[src/rtl/second_chance_pkg.sv]
// second_chance_pkg: default widths and the priority first-match helper shared by the forwarding stage.
package second_chance_pkg;
  localparam int DATA_WIDTH_D = 4;
  localparam int KEY_WIDTH_D = 2;
  localparam int HASH_ADR_WIDTH_D = 2;
  localparam int SHIFT_HASH_ADR_WIDTH_D = 2;
  localparam int FWD_DEPTH_D = 3;
  // Lowest set bit wins: bit 0 is the youngest candidate.
  function automatic int first_idx(input logic [31:0] hits);
    first_idx = 0;
    for (int i = 31; i >= 0; i--)
      if (hits[i]) first_idx = i;
  endfunction
endpackage

[src/rtl/fwd_history_cam.sv]
// fwd_history_cam: DEPTH-entry write history with youngest-first address match and payload mux.
module fwd_history_cam #(
  parameter int ADR_W = 2,
  parameter int PAYLOAD_W = 1,
  parameter int DEPTH = 3
) (
  input  logic                 clk,
  input  logic                 reset,
  input  logic                 clk_en,
  input  logic                 flush_i,
  input  logic                 push_i,
  input  logic [ADR_W-1:0]     push_adr_i,
  input  logic [PAYLOAD_W-1:0] push_pl_i,
  input  logic [ADR_W-1:0]     look_adr_i,
  input  logic [PAYLOAD_W-1:0] dflt_pl_i,
  output logic                 hit_o,
  output logic [PAYLOAD_W-1:0] pl_o
);
  import second_chance_pkg::*;
  logic [DEPTH-1:0] vld_q, vld_d;
  logic [DEPTH-1:0][ADR_W-1:0] adr_q, adr_d;
  logic [DEPTH-1:0][PAYLOAD_W-1:0] pl_q, pl_d;
  logic [DEPTH:0] hits;
  logic [DEPTH:0][PAYLOAD_W-1:0] cand;
  int sel;
  // The same-cycle write is candidate 0 so it overrides everything in history.
  always_comb begin
    hits[0] = push_i && push_adr_i == look_adr_i;
    cand[0] = push_pl_i;
    for (int i = 0; i < DEPTH; i++) begin
      hits[i+1] = vld_q[i] && adr_q[i] == look_adr_i;
      cand[i+1] = pl_q[i];
    end
    sel = first_idx(32'(hits));
    hit_o = |hits;
    pl_o = dflt_pl_i;
    for (int i = 0; i <= DEPTH; i++)
      if (hit_o && i == sel) pl_o = cand[i];
  end
  always_comb begin
    vld_d = vld_q;
    adr_d = adr_q;
    pl_d = pl_q;
    if (flush_i) vld_d = '0;
    else if (push_i) begin
      for (int i = DEPTH - 1; i > 0; i--) begin
        vld_d[i] = vld_q[i-1];
        adr_d[i] = adr_q[i-1];
        pl_d[i] = pl_q[i-1];
      end
      vld_d[0] = 1'b1;
      adr_d[0] = push_adr_i;
      pl_d[0] = push_pl_i;
    end
  end
  always_ff @(posedge clk or posedge reset)
    if (reset) begin
      vld_q <= '0;
      adr_q <= '0;
      pl_q <= '0;
    end else if (clk_en) begin
      vld_q <= vld_d;
      adr_q <= adr_d;
      pl_q <= pl_d;
    end
endmodule

[src/rtl/forward_history_updater.sv]
// forward_history_updater: corrects stale table reads against recent main/next-table writes; registered result.
module forward_history_updater
  import second_chance_pkg::*;
#(
  parameter int DATA_WIDTH = DATA_WIDTH_D,
  parameter int KEY_WIDTH = KEY_WIDTH_D,
  parameter int HASH_ADR_WIDTH = HASH_ADR_WIDTH_D,
  parameter int SHIFT_HASH_ADR_WIDTH = SHIFT_HASH_ADR_WIDTH_D,
  parameter int FWD_DEPTH = FWD_DEPTH_D
) (
  input  logic                            clk,
  input  logic                            reset,
  input  logic                            clk_en,
  input  logic                            flush_i,
  input  logic                            lk_valid_i,
  input  logic [HASH_ADR_WIDTH-1:0]       lk_hash_adr_i,
  input  logic [KEY_WIDTH-1:0]            lk_key_i,
  input  logic [DATA_WIDTH-1:0]           lk_data_i,
  input  logic                            lk_is_valid_i,
  input  logic [SHIFT_HASH_ADR_WIDTH-1:0] lk_shift_adr_i,
  input  logic                            lk_shift_valid_i,
  input  logic                            upd_valid_i,
  input  logic [HASH_ADR_WIDTH-1:0]       upd_hash_adr_i,
  input  logic [KEY_WIDTH-1:0]            upd_key_i,
  input  logic [DATA_WIDTH-1:0]           upd_data_i,
  input  logic                            upd_is_valid_i,
  input  logic [SHIFT_HASH_ADR_WIDTH-1:0] upd_shift_adr_i,
  input  logic                            upd_shift_valid_i,
  input  logic                            nupd_valid_i,
  input  logic [SHIFT_HASH_ADR_WIDTH-1:0] nupd_hash_adr_i,
  input  logic                            nupd_is_valid_i,
  output logic                            out_valid_o,
  output logic [KEY_WIDTH-1:0]            correct_key_o,
  output logic [DATA_WIDTH-1:0]           correct_data_o,
  output logic                            correct_is_valid_o,
  output logic [SHIFT_HASH_ADR_WIDTH-1:0] correct_shift_hash_adr_o,
  output logic                            correct_shift_valid_o,
  output logic                            hit_main_o,
  output logic                            hit_shift_o
);
  localparam int PW = KEY_WIDTH + DATA_WIDTH + SHIFT_HASH_ADR_WIDTH + 2;
  localparam int RW = PW + 3;
  logic [PW-1:0] m_pl;
  logic m_hit, n_hit, n_pl;
  logic [KEY_WIDTH-1:0] m_key;
  logic [DATA_WIDTH-1:0] m_data;
  logic m_v, m_sv;
  logic [SHIFT_HASH_ADR_WIDTH-1:0] m_sadr;
  logic [RW-1:0] res_q, res_d;
  assign {m_key, m_data, m_v, m_sadr, m_sv} = m_pl;
  fwd_history_cam #(.ADR_W(HASH_ADR_WIDTH), .PAYLOAD_W(PW), .DEPTH(FWD_DEPTH)) u_main (
    .clk(clk), .reset(reset), .clk_en(clk_en), .flush_i(flush_i),
    .push_i(upd_valid_i), .push_adr_i(upd_hash_adr_i),
    .push_pl_i({upd_key_i, upd_data_i, upd_is_valid_i, upd_shift_adr_i, upd_shift_valid_i}),
    .look_adr_i(lk_hash_adr_i),
    .dflt_pl_i({lk_key_i, lk_data_i, lk_is_valid_i, lk_shift_adr_i, lk_shift_valid_i}),
    .hit_o(m_hit), .pl_o(m_pl)
  );
  // The next-table lookup follows the possibly forwarded shift address, not the raw read.
  fwd_history_cam #(.ADR_W(SHIFT_HASH_ADR_WIDTH), .PAYLOAD_W(1), .DEPTH(FWD_DEPTH)) u_shift (
    .clk(clk), .reset(reset), .clk_en(clk_en), .flush_i(flush_i),
    .push_i(nupd_valid_i), .push_adr_i(nupd_hash_adr_i), .push_pl_i(nupd_is_valid_i),
    .look_adr_i(m_sadr), .dflt_pl_i(m_sv),
    .hit_o(n_hit), .pl_o(n_pl)
  );
  always_comb res_d = {lk_valid_i, m_hit, n_hit, m_key, m_data, m_v, m_sadr, n_pl};
  always_ff @(posedge clk or posedge reset)
    if (reset) res_q <= '0;
    else if (clk_en) res_q <= res_d;
  assign {out_valid_o, hit_main_o, hit_shift_o, correct_key_o, correct_data_o,
          correct_is_valid_o, correct_shift_hash_adr_o, correct_shift_valid_o} = res_q;
endmodule

[config.mk]
export PLATFORM = sky130hd
export DESIGN_NAME = forward_history_updater
export DESIGN_NICKNAME = d
export VERILOG_FILES = /design/src/rtl/second_chance_pkg.sv /design/src/rtl/fwd_history_cam.sv /design/src/rtl/forward_history_updater.sv
export SDC_FILE = /design/constraint.sdc
export NUM_CORES = 1
export LEC_CHECK = 0
export CAP_MARGIN = 15
export CORE_AREA = 2 2 92 77
export CTS_BUF_LIST = sky130_fd_sc_hd__clkbuf_8
export CTS_CLUSTER_SIZE = 10
export DETAILED_ROUTE_END_ITERATION = 7
export DIE_AREA = 0 0 94 79
export PLACE_DENSITY = 0.73
export SYNTH_ARGS = -nofsm -noshare
export SYNTH_HDL_FRONTEND = slang
export SYNTH_SLANG_ARGS = --single-unit
[constraint.sdc]
create_clock -name clk -period 5.6 [get_ports clk]
set_clock_uncertainty 0.15 [all_clocks]
set_input_delay 1.12 -clock clk [delete_from_list [all_inputs] [get_ports clk]]
set_output_delay 1.12 -clock clk [all_outputs]
set_load 0.02 [all_outputs]
# After elaboration in Yosys (flattened, before gate mapping)
# Index checks and enable logic that the tools add are counted.
# W data, S select, Z words.
dict set report op_classes {
  n_eq_ne 14
  muxes 20
  bitwise 1
  n_reduce_logical 26
}
# op n
set op_table {}
lappend op_table {{$logic_not A32 Y1} 2}
lappend op_table {{$mux W10} 4}
lappend op_table {{$eq A2 B2 Y1} 8}
lappend op_table {{$logic_and A1 B1 Y1} 16}
lappend op_table {{$mux W2} 8}
lappend op_table {{$mux W3} 4}
lappend op_table {{$eq A2 B2 Y1 const A} 4}
lappend op_table {{$reduce_or A4 Y1} 2}
lappend op_table {{$reduce_and A3 Y1} 2}
lappend op_table {{$eq A1 B2 Y1 const A} 2}
lappend op_table {{$mux W1} 4}
lappend op_table {{$reduce_and A2 Y1} 2}
lappend op_table {{$reduce_bool A2 Y1} 2}
lappend op_table {{$not A1 Y1} 1}
dict set report totals {
  reg_bits 64
  inputBits 34
}

# Depth between registers and ports, before layout
dict set report logic_depth {
  word_depth 24
  mapped_depth 12
}

# Hierarchy
# A second synthesis with hierarchy kept.
dict set report unflattened {
  hier_cells 347
  area_unflattened_um2 3220.6
}
# module instances cells_each area_per_inst_um2 seq_area_each_um2
set modules_own_cells {}
lappend modules_own_cells {{fwd_history_cam (u_main)} 1 246 2058.2 975.9}
lappend modules_own_cells {{fwd_history_cam (u_shift)} 1 73 638.1 300.3}
lappend modules_own_cells {forward_history_updater 1 28 524.3 325.3}

# Least setup slack after synthesis
# No wires, ideal clock.
dict set report synth_timing {
  kind {input to register}
  start {in lk_hash_adr_i[1]}
  end {reg res_q[0]}
  arrival_ps 3637
  required_time_ps 5324
  slack_ps 1687
  path_stages 11
  path_cell_list {buf_4 xnor2_1 and3_4 buf_6 or4_4 o22ai_2 nor2_1 nand4b_1 mux2_1 and4_1 o32a_1}
}
dict set report synth_via {
  elab_chain_len 24
  word_cells_on_any_way 50
  cone_classes {eq/ne (14); mux (16); reduce/logical (20)}
}
# element line
set synth_lines {}
lappend synth_lines {{from (decl)} forward_history_updater.sv:16} ;# input logic [HASH_ADR_WIDTH-1:0] lk_hash_adr_i,
lappend synth_lines {{$eq A2 B2 Y1} fwd_history_cam.sv:31} ;# hits[i+1] = vld_q[i] && adr_q[i] == look_adr_i;
lappend synth_lines {{$logic_and A1 B1 Y1} fwd_history_cam.sv:31}
lappend synth_lines {{$mux W2 (4 in a row)} second_chance_pkg.sv:12} ;# if (hits[i]) first_idx = i;
lappend synth_lines {{$logic_not A32 Y1} fwd_history_cam.sv:38} ;# if (hit_o && i == sel) pl_o = cand[i];
lappend synth_lines {{$logic_and A1 B1 Y1} fwd_history_cam.sv:38}
lappend synth_lines {{$mux W10 (3 in a row)} fwd_history_cam.sv:38}
lappend synth_lines {{$mux W10 *} fwd_history_cam.sv:38}
lappend synth_lines {{$eq A2 B2 Y1} fwd_history_cam.sv:31}
lappend synth_lines {{$logic_and A1 B1 Y1} fwd_history_cam.sv:31}
lappend synth_lines {{$mux W2 (4 in a row)} second_chance_pkg.sv:12}
lappend synth_lines {{$logic_not A32 Y1} fwd_history_cam.sv:38}
lappend synth_lines {{$logic_and A1 B1 Y1} fwd_history_cam.sv:38}
lappend synth_lines {{$mux W1 (3 in a row)} fwd_history_cam.sv:38}
lappend synth_lines {{$mux W1 *} fwd_history_cam.sv:38}
lappend synth_lines {{to (signal assigned)} forward_history_updater.sv:69} ;# else if (clk_en) res_q <= res_d;
lappend synth_lines {{to (decl)} forward_history_updater.sv:49} ;# logic [RW-1:0] res_q, res_d;
# Mark *: on every way between the ends. The rest lies on a longest branch, timed or not.
# A chain may end at the register's enable or synchronous reset.

# Worst setup path after layout
dict set report layout_timing {
  start {in lk_hash_adr_i[0]}
  end {reg res_q[0]}
}
# Same word-level chain as after synthesis.

==> impl_metrics.prom <==
# TYPE chip_impl_metric gauge
chip_impl_info{name="timing.critical_path.slowest_stage_cell",value="nand3_1"} 1
chip_impl_metric{name="peakVddDrop",unit="uV"} 225.0
chip_impl_metric{name="placed_cells_incl_taps",unit=""} 392
chip_impl_metric{name="cts.htree.levels",unit=""} 3
chip_impl_metric{name="critPathBufInv",unit=""} 1
chip_impl_metric{name="detailedPlace.worstSlack",unit="ns"} 1.041
chip_impl_metric{name="tns",unit="ns"} 0
chip_impl_metric{name="synthesis.instances",unit=""} 272
chip_impl_metric{name="gp_congestion",unit=""} 0.8104
chip_impl_info{name="netlist_top_cells_area",value="dfrtp_1, mux2_2, mux2i_1"} 1
chip_impl_metric{name="clkTransAtPathRegs",unit="ns"} 0.06
chip_impl_metric{name="syn-mean-instance-area",unit="um2"} 11.59
chip_impl_metric{name="crit_path_max_fanout",unit=""} 19
chip_impl_metric{name="r2r_cells",unit=""} 9
chip_impl_metric{name="grt_antenna_before_repair",unit=""} 0
chip_impl_metric{name="port_buffers",unit=""} 46
chip_impl_info{name="netlist.top_cell.by_area",value="dfrtp_1"} 1
chip_impl_metric{name="arrival",unit="ns"} 4.35
chip_impl_info{name="rsz0062_at_grt",value="no"} 1
chip_impl_metric{name="gr-total-overflow",unit=""} 0
chip_impl_metric{name="grt_pass1_wl",unit="um"} 10750
chip_impl_info{name="cts_tree",value="built"} 1
chip_impl_metric{name="cts_sinks",unit=""} 64
chip_impl_metric{name="fin_worst_hold_slack",unit="ns"} 0.3352
chip_impl_metric{name="p_leak",unit="nW"} 1.625
chip_impl_metric{name="core-area",unit="um2"} 6588
chip_impl_metric{name="pwr_density_cell",unit="nW/um2"} 353.5
chip_impl_metric{name="yosys_warnings",unit=""} 0
chip_impl_metric{name="die_w",unit="um"} 94
chip_impl_metric{name="die-height",unit="um"} 79
chip_impl_metric{name="drc",unit=""} 0
chip_impl_metric{name="report.final.slew_viol_count",unit=""} 0
chip_impl_metric{name="cts_repair_resize_count",unit=""} 0
chip_impl_info{name="status",value="completed"} 1
chip_impl_metric{name="route.detailed.wl_per_inst",unit="um"} 15.59
chip_impl_info{name="crit_path_start",value="lk_hash_adr_i[0]"} 1
chip_impl_metric{name="areaGrowthSynthToFinish",unit="%"} 20.96
chip_impl_metric{name="grt_start_max_net_pins",unit=""} 65
chip_impl_info{name="critical_path.startpoint_type",value="input pin"} 1
chip_impl_metric{name="postRouteAntennaNets",unit=""} 0
chip_impl_metric{name="dp_hpwl",unit="um"} 4474
chip_impl_metric{name="dr_total_vias",unit=""} 2198
chip_impl_metric{name="placedInstanceArea",unit="um2"} 3671
chip_impl_metric{name="final_cell_count_no_fill",unit=""} 405
chip_impl_info{name="worst_r2r_startpoint",value="u_main.adr_q[3]"} 1
chip_impl_metric{name="rows",unit=""} 27
chip_impl_metric{name="drt_first_iter_violations",unit=""} 122
chip_impl_metric{name="timing.slew.headroom",unit=""} 0.3041
chip_impl_metric{name="ctsHoldBuffers",unit=""} 0
chip_impl_metric{name="track_usage",unit=""} 0.1900
chip_impl_metric{name="worst-slew-pin-transition",unit="ns"} 1.035
chip_impl_metric{name="final_design_area_no_fill",unit="um2"} 3812
chip_impl_metric{name="post_synthesis_register_bit_count",unit=""} 64
chip_impl_metric{name="cts-root-to-sink-buffers",unit=""} 2
chip_impl_metric{name="synth_top_area_frac",unit=""} 0.5081
chip_impl_metric{name="final_hold_viol_count",unit=""} 0
chip_impl_metric{name="synth_enable_flop_cells",unit=""} 0
chip_impl_metric{name="critPathRequiredTime",unit="ns"} 5.67
chip_impl_metric{name="avgViaCountPerCell",unit=""} 5.427
chip_impl_metric{name="setup_slack",unit="ns"} 1.329
chip_impl_info{name="min-delay-path-class",value="flop to flop"} 1
chip_impl_metric{name="post_synth_instance_area",unit="um2"} 3152
chip_impl_metric{name="layout-drive-gt1-share",unit=""} 0.2201
chip_impl_metric{name="timing.fmax",unit="GHz"} 0.2341
chip_impl_metric{name="fp.dieArea",unit="um2"} 7426
chip_impl_metric{name="p_total",unit="mW"} 1.348
chip_impl_metric{name="number_of_nets_at_the_end_of_the_flow",unit=""} 350
chip_impl_info{name="synth_top_flop_cell",value="dfrtp_1"} 1
chip_impl_metric{name="floorplan.io_pins",unit=""} 47
chip_impl_metric{name="worstSkewPairLatency",unit="ns"} 0.34
chip_impl_metric{name="postLayoutCoreUtil",unit=""} 0.5787
chip_impl_metric{name="final_report_setup_violation_count",unit=""} 0
chip_impl_info{name="cp_cell_sequence",value="clkdlybuf4s50_1 -> xnor2_1 -> nand3_1 -> o311a_1 -> o22ai_4 -> xor2_1 -> nand4b_1 -> mux2_1 -> and4_1 -> o32a_1"} 1
chip_impl_metric{name="seq_area_frac_synth",unit=""} 0.5081
chip_impl_metric{name="detailed_routing_iterations_pass_1",unit=""} 4
chip_impl_info{name="synth.top_cells.by_count",value="dfrtp_1, mux2_2, o21ai_0, nand2_1, clkbuf_1"} 1
chip_impl_metric{name="min_period",unit="ns"} 4.271
chip_impl_info{name="worstSetupEndpoint",value="res_q[0]"} 1
chip_impl_metric{name="max-cap-violations",unit=""} 0
chip_impl_metric{name="cp_slowest_stage_delay",unit="ns"} 0.56
chip_impl_info{name="cp-end-kind",value="flop"} 1
chip_impl_metric{name="synth.distinct_cells",unit=""} 39
chip_impl_info{name="root_buffer",value="clkbuf_8"} 1
chip_impl_metric{name="antenna_cells",unit=""} 0
chip_impl_info{name="worstReg2RegEnd",value="res_q[0]"} 1
chip_impl_info{name="critical_path_class",value="input pin to flop"} 1
chip_impl_metric{name="cts_made_buffers",unit=""} 9
chip_impl_metric{name="post_cts_buffers",unit=""} 0
chip_impl_metric{name="worst-path-stages",unit=""} 10
chip_impl_metric{name="first_global_vias",unit=""} 2177
chip_impl_metric{name="initial_core_util",unit=""} 0.4784
chip_impl_metric{name="mappedNetlistNets",unit=""} 306
chip_impl_metric{name="finalCritPeriodShare",unit=""} 0.7627
chip_impl_metric{name="wl",unit="um"} 6314
chip_impl_metric{name="r2r_slack",unit="ns"} 2.45
chip_impl_info{name="synth_most_common_cell",value="dfrtp_1"} 1
chip_impl_info{name="worst_path_dominant_cell_family",value="simple AND/OR/NAND/NOR gates"} 1
chip_impl_metric{name="postSynth.asyncResetShare",unit=""} 1.000
==> placed cells by master (no fill, tap or decap), types with 2 or more instances in the layout <==
cell type and count:
a211oi_1 7, a21oi_1 12, a31oi_1 3, a32o_1 2, and3_1 4, and4_1 3, buf_4 3, clkbuf_8 9
clkdlybuf4s50_1 46, clkinv_2 2, dfrtp_1 64, inv_1 12, mux2_2 49, mux2i_1 9, nand2_1 15, nand3_1 7
nand4_1 3, nand4b_1 3, nor2_1 12, nor3_1 2, o21ai_0 17, o311a_1 2, o41ai_1 2, xnor2_1 9
xor2_1 5
==> per-layer routing <==
| layer | up-vias | share of wire | track usage |
|---|---|---|---|
| li1 | 1067 | - | - |
| met1 | 1071 | 0.45 | 0.2463 |
| met2 | 52 | 0.49 | 0.3029 |
| met3 | 8 | 0.054 | 0.05977 |
| met4 | 0 | 0.0098 | 0.06522 |
| met5 | - | 0 | 0 |
==> sequential cells by signal (all words and copies together), names as in the netlist <==
| register | flops |
|---|---|
| u_main.cand | 30 |
| res_q | 13 |
| u_main.adr_q | 6 |
| u_shift.adr_q | 6 |
| u_main.vld_q | 3 |
| u_shift.cand | 3 |
| u_shift.vld_q | 3 |
==> worst reg2reg max path: cells and delay by family, from the launching register on <==
kind	cells	cell delay, ns
simple gates	3	1.11
compound gates	3	0.67
flops	1	0.40
xor+xnor	1	0.35
mux	1	0.29
buf+inv	1	0.08
==> logic make-up after synthesis <==
family | Yosys count | synth area share
flops | 64 | 0.5081
mux | 59 | 0.2072
compound gates | 52 | 0.1104
buf+inv | 27 | 0.03811
simple gates | 55 | 0.09210
xor+xnor | 15 | 0.04407
==> final cells by class <==
class,instances,area [um2]
inverter,11,41.29
clock buffer,9,123.9
clock inverter,4,17.52
multi-input combinational,181,1436
tap,87,108.9
timing repair buffer,49,483.0
sequential,64,1602
fill,573,2775
==> power breakdown <==
| group | internal, mW | switching [mW] |
|---|---|---|
| combinational | 0.205 | 0.161 |
| clock | 0.148 | 0.160 |
| sequential | 0.587 | 0.0865 |
==> worst min-delay path by stage <==
stage                startpoint               end  slack [ns]  cells past startpoint
2_1_floorplan  u_shift.adr_q[0]  u_shift.adr_q[0]        0.30                      2
3_3_place_gp    u_shift.cand[1]   u_shift.cand[1]        0.32                      2
3_5_place_dp   u_shift.adr_q[0]  u_shift.adr_q[0]        0.32                      2
4_1_cts        u_shift.adr_q[0]  u_shift.adr_q[0]        0.34                      2
5_1_grt        u_shift.adr_q[0]  u_shift.adr_q[0]        0.37                      2
6_report       u_shift.adr_q[0]  u_shift.adr_q[0]        0.34                      2
Note: power is estimated with default switching activity, not from simulation.
